$ cat config.mk
export PLATFORM = sky130hd
export DESIGN_NAME = inst_fetch
export DESIGN_NICKNAME = d
export VERILOG_FILES = /design/src/rtl/cpu_pkg.sv /design/src/rtl/if_addr_map.sv /design/src/rtl/inst_fetch.sv
export SDC_FILE = /design/constraint.sdc
export NUM_CORES = 1
export LEC_CHECK = 0
export ABC_CLOCK_PERIOD_IN_PS = 1500
export CORE_ASPECT_RATIO = 1.25
export CORE_MARGIN = 4
export CORE_UTILIZATION = 45
export DETAILED_ROUTE_END_ITERATION = 12
export PLACE_DENSITY = 0.91
export RECOVER_POWER = 50
export SLEW_MARGIN = 10
export SYNTH_ARGS = -nofsm -noshare
export SYNTH_HDL_FRONTEND = slang
export SYNTH_SLANG_ARGS = --single-unit
$ cat constraint.sdc
create_clock -name clk -period 1.5 [get_ports clk]
set_input_delay 0.15 -clock clk [delete_from_list [all_inputs] [get_ports clk]]
set_output_delay 0.15 -clock clk [all_outputs]
set_load 0.1 [all_outputs]
$ cat src/rtl/cpu_pkg.sv
// Shared CPU front-end definitions: fetch FSM states, bus encodings and
// the fixed kseg0/kseg1 address window.
package cpu_pkg;

  typedef enum logic [1:0] {
    IF_IDLE = 2'd0,
    IF_REQ  = 2'd1,
    IF_WAIT = 2'd2,
    IF_HOLD = 2'd3
  } if_state_t;

  localparam logic [1:0]  INST_SIZE_WORD = 2'b10;
  localparam logic [31:0] KSEG_LO        = 32'h8000_0000;
  localparam logic [31:0] KSEG_HI        = 32'hBFFF_FFFF;
  localparam logic [31:0] KSEG_CLR_MASK  = 32'hE000_0000;
  localparam logic [31:0] RESET_PC       = 32'hBFC0_0000;

  function automatic logic is_misaligned(input logic [1:0] lsb);
    return lsb != 2'b00;
  endfunction

endpackage

$ cat src/rtl/if_addr_map.sv
// Fixed virtual-to-physical mapping: kseg0/kseg1 addresses lose bits [31:29],
// everything else passes straight through.
module if_addr_map
  import cpu_pkg::*;
#(
  parameter int unsigned WIDTH    = 32,
  parameter int unsigned MAP_KSEG = 1
) (
  input  logic [WIDTH-1:0] vaddr,
  output logic [WIDTH-1:0] paddr
);

  localparam logic [WIDTH-1:0] LO  = WIDTH'(KSEG_LO);
  localparam logic [WIDTH-1:0] HI  = WIDTH'(KSEG_HI);
  localparam logic [WIDTH-1:0] CLR = WIDTH'(KSEG_CLR_MASK);

  logic in_kseg;

  always_comb begin
    in_kseg = (MAP_KSEG != 0) && (vaddr >= LO) && (vaddr <= HI);
    paddr   = in_kseg ? (vaddr & ~CLR) : vaddr;
  end

endmodule

$ cat src/rtl/inst_fetch.sv
// Instruction-fetch stage: one outstanding word read per PC, valid/ready
// hand-off to decode, and flush-safe discard of in-flight fetches.
module inst_fetch
  import cpu_pkg::*;
#(
  parameter int unsigned WIDTH    = 32,
  parameter int unsigned MAP_KSEG = 1
) (
  input  logic             clk,
  input  logic             resetn,
  input  logic [WIDTH-1:0] pc,
  output logic             pc_en,
  input  logic             flush,
  output logic             inst_req,
  output logic             inst_wr,
  output logic [1:0]       inst_size,
  output logic [WIDTH-1:0] inst_addr,
  input  logic             inst_addr_ok,
  input  logic             inst_data_ok,
  input  logic [WIDTH-1:0] inst_rdata,
  output logic             id_valid,
  input  logic             id_ready,
  output logic [WIDTH-1:0] id_pc,
  output logic [WIDTH-1:0] id_inst,
  output logic             id_adel
);

  if_state_t        state_q, state_d;
  logic             discard_q, discard_d;
  logic [WIDTH-1:0] pc_q, pc_d;
  logic [WIDTH-1:0] id_pc_q, id_pc_d;
  logic [WIDTH-1:0] id_inst_q, id_inst_d;
  logic             id_adel_q, id_adel_d;
  logic [WIDTH-1:0] map_addr;

  if_addr_map #(
    .WIDTH    (WIDTH),
    .MAP_KSEG (MAP_KSEG)
  ) u_addr_map (
    .vaddr (pc_q),
    .paddr (map_addr)
  );

  always_comb begin
    state_d   = state_q;
    discard_d = discard_q;
    pc_d      = pc_q;
    id_pc_d   = id_pc_q;
    id_inst_d = id_inst_q;
    id_adel_d = id_adel_q;
    case (state_q)
      IF_IDLE: begin
        if (!flush) begin
          pc_d = pc;
          if (is_misaligned(pc[1:0])) begin
            state_d   = IF_HOLD;
            id_pc_d   = pc;
            id_inst_d = '0;
            id_adel_d = 1'b1;
          end else begin
            state_d = IF_REQ;
          end
        end
      end
      IF_REQ: begin
        if (flush) discard_d = 1'b1;
        if (inst_addr_ok) state_d = IF_WAIT;
      end
      IF_WAIT: begin
        // A flush landing on the data beat drops it just like a stored discard.
        if (inst_data_ok) begin
          if (discard_q || flush) begin
            discard_d = 1'b0;
            state_d   = IF_IDLE;
          end else begin
            id_inst_d = inst_rdata;
            id_pc_d   = pc_q;
            id_adel_d = 1'b0;
            state_d   = IF_HOLD;
          end
        end else if (flush) begin
          discard_d = 1'b1;
        end
      end
      IF_HOLD: begin
        if (flush || id_ready) state_d = IF_IDLE;
      end
      default: state_d = IF_IDLE;
    endcase
  end

  always_ff @(posedge clk) begin
    if (!resetn) begin
      state_q   <= IF_IDLE;
      discard_q <= 1'b0;
      pc_q      <= '0;
      id_pc_q   <= '0;
      id_inst_q <= '0;
      id_adel_q <= 1'b0;
    end else begin
      state_q   <= state_d;
      discard_q <= discard_d;
      pc_q      <= pc_d;
      id_pc_q   <= id_pc_d;
      id_inst_q <= id_inst_d;
      id_adel_q <= id_adel_d;
    end
  end

  // pc_en must fire in the accepting HOLD cycle so the PC register steps on
  // the same edge the FSM returns to IDLE; it never depends on read data.
  always_comb begin
    inst_req  = (state_q == IF_REQ);
    inst_wr   = 1'b0;
    inst_size = INST_SIZE_WORD;
    inst_addr = map_addr;
    id_valid  = (state_q == IF_HOLD);
    id_pc     = id_pc_q;
    id_inst   = id_inst_q;
    id_adel   = id_adel_q;
    pc_en     = (state_q == IF_HOLD) && id_ready && !flush;
  end

endmodule

==> results.toml <==
[placed_design]
dp_hpwl_mm = 10.8
dpl.cell_count = 783
io_buffers = 169
placed_area_mm2 = 0.00728
pre_cts_ws_ps = -283
gp_congestion = 0.842

[setup_path]
reg2regPathDepth = 6
rr_startpoint = "state_q[1]"
r2r-end = "id_inst[0]"
critPathTopFamily = "simple AND/OR/NAND/NOR gates"
path_max_fanout = 8
start_kind = "register"
reg2reg_setup_slack_ps = -20
cp.arrival_ps = 1760
path_cells = "buf_6, o21a_1, nor2_2, and2_4, buf_12, mux2i_1"
crit_buf_inv = 2
crit_path_end = "id_inst[0]"
cp.required_ps = 1740
slowest_stage = "dfxtp_4"
cp-end-kind = "register"
crit_type = "register to register"
cp_num_cells = 6
max_stage_delay_ps = 360
cp-startpoint = "state_q[1]"

[yosys]
synth.distinct_cells = 33
syn_inst = 540
avgSynthCellArea_um2 = 8.55
synth_most_common_cell = "nand2_1"
netlist_area_mm2 = 0.00462
synth_area_leaders = "dfxtp_1, nand2_1, mux2i_1"
ys.flop_type = "dfxtp_1"
synth_edf_count = 0
synth.largest_area_cell = "dfxtp_1"
yosys_register_bits = 100
synthArstFlopShare_pct = 0
synth_top_cells_by_count = "nand2_1, dfxtp_1, nand3_1"
synth_top_area_share_pct = 43.4
seq_area_frac_synth_pct = 43.4
ys_warn_count = 0

[timing]
layout_min_cycle_time_ps = 1520
setup_viol = 1
setup_ws_ps = -18.0
finalHoldViolCount = 0
worstMarginPinSlew_ps = 580
relSlewSlack_pct = 61.5
period_share_pct = 101
final_max_slew_viol_count = 0
max_freq_mhz = 659
clock_skew_ps = 9.52
rsz0062_at_grt = "yes"
tns_ps = -18.0

[clock_network]
h-tree-depth = 3
cts_root_buffer = "clkbuf_16"
cts_buffer_depth = 2
clk_pin_slew_ps = 70
clock-sinks = 100
clock_latency_ps = 330
cts-buffers-inserted = 9
cts_hold_buf = 0
cts_tree = "yes"

[flow_run]
maxCapViolCount = 0

[die]
initial_core_util_pct = 45.9
die_h_um = 121
io_pins = 173
die_area_mm2 = 0.0120
core_mm2 = 0.0101
fp.dieW_um = 98.6
num_rows = 41

[power_and_ir_drop]
ir_drop_mv = 0.966
cellLeakagePower_nw = 3.01
p_total_mw = 15.0
power.density_mw_per_mm2 = 2280

[global_route]
first_global_vias = 4687
grt_pass1_wl_mm = 22.6
grt_util_all_layers_pct = 23.4
grt_max_degree = 81
gr-total-overflow = 0
antenna_found_initial = 0

[final_layout]
fin_nets = 744
seqCellArea_mm2 = 0.00201
final_cells = 807
multiInputGateArea_mm2 = 0.00212
fin_area_mm2 = 0.00661
drive_gt1_share_pct = 23.9
syn_to_final_growth_pct = 43.1
n_fill_cell = 790
diodes = 0

[detailed_routing]
routed_wl_mm = 14.6
wl_per_cell_um = 18.1
drt_iter0_drc = 240
drc = 0
drt_first_pass_iters = 5
drtAntennaViolNets = 0
viasPerCell = 5.55
vias = 4480

[min_path]
hp-class = "primary input to register"

[run_status]
outcome = "complete, but fails checks"
violations = "negative setup slack"
-- worst min path at each step --
stage,startpoint,to,slack [ps],cells after the start
after detailed placement,pc_q[29],pc_q[29],470,2
after global placement,pc_q[29],pc_q[29],460,2
final,resetn,id_inst[31],310,4
after floorplan,pc[29],pc_q[29],280,2
after global routing,resetn,id_pc[31],310,3
after CTS,resetn,id_pc[31],300,3
-- state kept, by name, indices dropped and copies added (netlist names) --
signal / count
id_inst: 32
id_adel: 1
pc_q: 32
discard_q: 1
id_pc: 32
state_q: 2
-- where the power goes --
| group | switching, mW | internal, mW | leakage (nW) | total, mW |
|---|---|---|---|---|
| clock network | 0.946 | 1.29 | 0.136 | 2.23 |
| registers | 0.475 | 3.27 | 0.819 | 3.74 |
| logic | 6.54 | 2.53 | 2.05 | 9.07 |
-- placed cells by master (no fill, tap or decap), types with 3 or more instances in the layout --
cell,instances
nand2_1,162
dfxtp_1,98
clkbuf_2,72
clkdlybuf4s50_1,68
buf_12,37
nand3_1,33
a21boi_1,32
mux2i_1,32
o211a_1,32
nand4_1,31
buf_4,22
clkbuf_16,10
buf_6,4
inv_1,3
o21ai_1,3
conb_1,3
-- worst register-to-register path, stage by stage (launching register included) --
cell     delay, ps
dfxtp_4        360
buf_6          120
o21a_1         120
nor2_2         150
and2_4         260
buf_12         160
mux2i_1        250
-- cell families after synthesis --
logic type | share of synthesized area (%)
compound gates | 14.6
other cells | 0.163
simple gates | 23.3
flops | 43.4
mux | 6.94
buf+inv | 11.7
-- per-stage QoR --
stage          util [%]  hold slack [ps]
4_1_cts            75.8              298
5_1_grt            65.7              312
6_report           65.7              312
3_3_place_gp       72.4              459
2_1_floorplan         -              285
3_5_place_dp       72.4              467
-- routing by layer --
metal	track usage, %	up-vias	part of all wire [%]
met3	6.38	43	7.8
met5	0	-	0
met2	45.0	240	54
li1	-	2066	-
met4	10.9	0	3.6
met1	22.8	2131	35
-- timing repair --
item | in CTS | in global routing
buffers inserted | 3 | 5
gates resized for setup | 10 | 2
pin swaps | 3 | 4
endpoints found under the setup margin | 33 | 73
cloned | 0 | 1
-- cell type report --
type / instances / share of cell area, %
flip-flops and latches: 100 / 30.4
inverters: 3 / 0.170
repair buffers: 204 / 30.5
well taps: 129 / 2.44
clock inverters: 4 / 0.777
clock buffers: 11 / 3.52
multi-input cells: 356 / 32.1
No activity file was read; power rests on OpenSTA's default activity.
